--- src/rtl/vga_sync_gen.sv ---
// vga_sync_gen: free-running VGA raster counters with registered, count-aligned sync/blank decode.
// Outputs are decoded from the next-count values, so they always describe the DrawX/DrawY shown in the same cycle.
module vga_sync_gen #(
    parameter int H_VISIBLE = 640,
    parameter int H_FRONT   = 16,
    parameter int H_SYNC    = 96,
    parameter int H_BACK    = 48,
    parameter int V_VISIBLE = 480,
    parameter int V_FRONT   = 10,
    parameter int V_SYNC    = 2,
    parameter int V_BACK    = 33
) (
    input  logic       vga_clk,
    input  logic       reset,
    output logic [9:0] DrawX,
    output logic [9:0] DrawY,
    output logic       hs,
    output logic       vs,
    output logic       blank,
    output logic       line_start,
    output logic       frame_start,
    output logic [7:0] frame_count
);
    localparam logic [9:0] H_LAST = 10'(H_VISIBLE + H_FRONT + H_SYNC + H_BACK - 1);
    localparam logic [9:0] V_LAST = 10'(V_VISIBLE + V_FRONT + V_SYNC + V_BACK - 1);
    localparam logic [9:0] H_VIS  = 10'(H_VISIBLE);
    localparam logic [9:0] V_VIS  = 10'(V_VISIBLE);
    localparam logic [9:0] HS_BEG = 10'(H_VISIBLE + H_FRONT);
    localparam logic [9:0] HS_END = 10'(H_VISIBLE + H_FRONT + H_SYNC - 1);
    localparam logic [9:0] VS_BEG = 10'(V_VISIBLE + V_FRONT);
    localparam logic [9:0] VS_END = 10'(V_VISIBLE + V_FRONT + V_SYNC - 1);

    logic       w_x_wrap;
    logic [9:0] w_x_nxt;
    logic [9:0] w_y_nxt;
    logic       w_frame;

    always_comb begin
        w_x_wrap = DrawX == H_LAST;
        w_x_nxt  = w_x_wrap ? 10'd0 : DrawX + 10'd1;
        w_y_nxt  = !w_x_wrap ? DrawY : (DrawY == V_LAST ? 10'd0 : DrawY + 10'd1);
        w_frame  = w_x_nxt == 10'd0 && w_y_nxt == 10'd0;
    end

    // Reset parks the raster on its last pixel so the first edge enters (0,0) as a new frame.
    always_ff @(posedge vga_clk or posedge reset) begin
        if (reset) begin
            DrawX       <= H_LAST;
            DrawY       <= V_LAST;
            hs          <= 1'b1;
            vs          <= 1'b1;
            blank       <= 1'b0;
            line_start  <= 1'b0;
            frame_start <= 1'b0;
            frame_count <= 8'd0;
        end else begin
            DrawX       <= w_x_nxt;
            DrawY       <= w_y_nxt;
            hs          <= !(w_x_nxt >= HS_BEG && w_x_nxt <= HS_END);
            vs          <= !(w_y_nxt >= VS_BEG && w_y_nxt <= VS_END);
            blank       <= w_x_nxt < H_VIS && w_y_nxt < V_VIS;
            line_start  <= w_x_nxt == 10'd0;
            frame_start <= w_frame;
            if (w_frame)
                frame_count <= frame_count + 8'd1;
        end
    end
endmodule

--- config.mk ---
export PLATFORM = sky130hd
export DESIGN_NAME = vga_sync_gen
export DESIGN_NICKNAME = d
export VERILOG_FILES = /design/src/rtl/vga_sync_gen.sv
export SDC_FILE = /design/constraint.sdc
export NUM_CORES = 1
export LEC_CHECK = 0
export ABC_AREA = 1
export CORE_ASPECT_RATIO = 0.6
export CORE_MARGIN = 2
export CORE_UTILIZATION = 50
export CTS_CLUSTER_SIZE = 8
export DETAILED_ROUTE_END_ITERATION = 6
export GPL_ROUTABILITY_DRIVEN = 0
export PLACE_DENSITY = 0.75
export SLEW_MARGIN = 10
export SYNTH_ARGS = -nofsm -noshare
export SYNTH_HDL_FRONTEND = slang
export SYNTH_SLANG_ARGS = --single-unit
--- constraint.sdc ---
create_clock -name vga_clk -period 2.2 [get_ports vga_clk]
set_input_delay 0.44 -clock vga_clk [delete_from_list [all_inputs] [get_ports vga_clk]]
set_output_delay 0.44 -clock vga_clk [all_outputs]
set_load 0.005 [all_outputs]
==> out/qor.json <==
{
  "timing.final.hold_violations": 0,
  "remaining_drc_errors": 0,
  "floorplan.die_area_um2": 4820,
  "core_region_area_um2": 4100,
  "synthDominantCellAreaShare": 0.246,
  "vias_after_detailed_routing": 1969,
  "clock_tree.buffer_depth": 2,
  "clk_pin_slew_worst_paths_ps": 70,
  "post_drt_via_cell_ratio": 5.02,
  "finalCritPeriodShare": 0.945,
  "fin_tns_setup_ps": 0,
  "first_global_vias": 1687,
  "synth-main-ff-cell": "sky130_fd_sc_hd__dfrtp_1",
  "dominant_combinational_cell_family_by_area_after_synthesis": "simple AND/OR/NAND/NOR gates",
  "synth.net_count": 284,
  "power.density_cell_area_nw_per_um2": 382,
  "grt_max_degree": 34,
  "setup.worst_path.start": "DrawX[0]",
  "die-width_um": 88.3,
  "fill_cells": 341,
  "post_drt_wl_per_cell_um": 13.4,
  "die-height_um": 54.6,
  "htree_levels": 2,
  "start_kind": "flip-flop",
  "synth.most_common_cell": "sky130_fd_sc_hd__nand2_1",
  "final_max_slew_viol_count": 0,
  "post_route_cells_drive_above_1_share": 0.226,
  "fp-row-count": 18,
  "synthesis.area_per_instance_um2": 7.70,
  "post-synth-top-area-cell": "sky130_fd_sc_hd__dfrtp_1",
  "finalSetupViolCount": 0,
  "global_route.usage.total": 0.234,
  "detailedPlace.worstSlack_ps": -78.3,
  "synth_sequential_area_ratio": 0.394,
  "number_of_max_cap_violations": 0,
  "outcome": "complete, no violations",
  "flow.area_growth_from_synthesis_pct": 31.1,
  "whs_ps": 524,
  "drtIter0Drc": 125,
  "hold_path_class": "reg2reg",
  "ioPinCount": 35,
  "critical-path-max-stage-delay_ps": 580,
  "relSlewSlack": 0.717,
  "drt_wl_total_um": 5240,
  "cp_data_arrival_time_ps": 2250,
  "yosys_warnings": 0,
  "post-layout-total-power_mw": 1.07,
  "worst_path_cell_with_the_longest_stage_delay": "sky130_fd_sc_hd__dfstp_2",
  "worstSetupPathType": "reg2reg",
  "synth_cells": 277,
  "tritoncts": "yes",
  "power.leakage_nw": 1.50,
  "required_ps": 2370,
  "clock-root-buffer": "sky130_fd_sc_hd__clkbuf_8",
  "mappedNetlistArea_um2": 2130,
  "ys_async_sr_fraction": 1.00,
  "antenna_cells": 0,
  "grt_pass1_wl_um": 8350,
  "source_of_the_worst_register_to_register_timing_path": "DrawX[0]",
  "synthesized_area_fraction_occupied_by_and_or_nand_nor_cells": 0.422,
  "timing.critical_path.fanout_max": 8,
  "clkSinkCount": 33,
  "fmax_mhz": 481,
  "period_minus_slack_ps": 2080,
  "post_route_skew_ps": 5.79,
  "dr.pass1.iters": 4,
  "number_of_library_cell_types_mapped_by_synthesis": 28,
  "floorplan.initialDensity": 0.520,
  "tritoncts.num_buffers": 5,
  "synth.top_cells.by_area": "sky130_fd_sc_hd__dfrtp_1 25%, sky130_fd_sc_hd__dfstp_2 15%, sky130_fd_sc_hd__nand2_1 14%",
  "worst-slew-pin-transition_ps": 425,
  "worst-path-buf-inv": 1,
  "mux_contribution_to_synthesized_area": 0,
  "antenna_found_initial": 0,
  "finalCoreUtilization": 0.682,
  "post_synth_edffs": 0,
  "globalRoute.totalOverflow": 0,
  "io_buffer_count": 34,
  "critPathCaptureType": "flip-flop",
  "path_cells": "ha_4 > nand2_4 > nor2_4 > nand4_4 > nand2_2 > inv_2 > nor2_4 > nand3_4 > nor2_8 > nand3_4 > nand2_1 > nand2_1",
  "fraction_of_the_mapped_netlist_area_in_compound_gates": 0.0282,
  "clock_latency_of_the_later_clocked_register_in_the_worst_skew_pair_ps": 280,
  "synthTopCellsByCount": "77 x sky130_fd_sc_hd__nand2_1, 47 x sky130_fd_sc_hd__inv_1, 23 x sky130_fd_sc_hd__nor2_1",
  "ir_worst_vdd_mv": 0.397,
  "synth-seq-cells": 33,
  "ant_nets": 0,
  "final_critical_path_setup_slack_ps": 121,
  "startpoint_of_the_lowest_slack_hold_path": "frame_count[7]",
  "hpwl_um": 3860,
  "synth_xor_xnor_area_share": 0.0287,
  "adder_and_majority_gate_portion_of_the_synthesized_area": 0.0293,
  "design.final.nets": 338,
  "crit_family": "simple AND/OR/NAND/NOR gates"
}
## per-stage QoR
step | area (µm²) | std cells
after CTS | 2710 | 387
after detailed placement | 2600 | 378
after floorplan | 2130 | 277
after global placement | 2600 | 378
after global routing | 2800 | 392
final | 2800 | 392
## report_power, final
part	leakage, nW	total [mW]	internal (mW)	switching, mW
clock	0.0439	0.445	0.218	0.227
sequential	0.408	0.608	0.608	0
combinational	1.05	0.0147	0.00284	0.0118
## worst reg2reg max path, stage by stage (launching register included)
cell                      delay, ps
sky130_fd_sc_hd__dfstp_2        580
sky130_fd_sc_hd__ha_4           160
sky130_fd_sc_hd__nand2_4         70
sky130_fd_sc_hd__nor2_4         150
sky130_fd_sc_hd__nand4_4        160
sky130_fd_sc_hd__nand2_2        130
sky130_fd_sc_hd__inv_2           50
sky130_fd_sc_hd__nor2_4         110
sky130_fd_sc_hd__nand3_4        130
sky130_fd_sc_hd__nor2_8         170
sky130_fd_sc_hd__nand3_4        120
sky130_fd_sc_hd__nand2_1        100
sky130_fd_sc_hd__nand2_1         50
## area by class of cell
class	count	area, µm²	share of cell area
tap	60	75.1	0.0268
clock buffer	5	68.8	0.0246
multi-input combinational	193	1160	0.415
sequential	33	841	0.301
inverter	51	196	0.0702
clock inverter	3	17.5	0.00626
timing repair buffer	47	438	0.157
## final timing paths
kind	cells past startpoint	slack, ps	to
min in group asynchronous	3	540	DrawY[6]
max in group asynchronous	3	1310	DrawX[4]
min	2	520	frame_count[7]
min reg2reg	2	520	frame_count[7]
max reg2reg	12	120	frame_count[2]
max	12	120	frame_count[2]
## routing by layer
layer | wire length [µm] | vias to the layer above | GRT usage
met1 | 2590 | 913 | 0.370
met2 | 2160 | 71 | 0.308
met4 | 31 | 0 | 0.0379
li1 | - | 981 | -
met3 | 463 | 4 | 0.0724
met5 | 0 | - | 0
## layout by cell type (no fill, tap or decap), types with 12 or more instances in the layout
cell	count
sky130_fd_sc_hd__nand2_1	73
sky130_fd_sc_hd__inv_1	46
sky130_fd_sc_hd__clkdlybuf4s50_1	34
sky130_fd_sc_hd__nor2_1	23
sky130_fd_sc_hd__dfrtp_1	21
sky130_fd_sc_hd__nand3_1	20
sky130_fd_sc_hd__nand2_2	14
sky130_fd_sc_hd__nand4_1	14
sky130_fd_sc_hd__buf_4	13
sky130_fd_sc_hd__dfstp_2	12
## timing repair
action,CTS,global route
hold buffers,0,0
buffers inserted,1,3
gates resized for setup,2,11
gates cloned,0,2
pin swaps,1,8
endpoints found under the setup margin,8,10
## cell families after synthesis
group	Yosys count
and+or+nand+nor	169
adders and majority gates	5
AOI/OAI and AO/OA	10
xor gates and xnor gates	7
DFF	33
buffers and inverters	53
## sequential cells by signal (all words and copies together) (netlist names)
name	cells
frame_count	8
hs	1
line_start	1
blank	1
frame_start	1
DrawY	10
DrawX	10
vs	1
No activity file was read; power rests on OpenSTA's default activity.
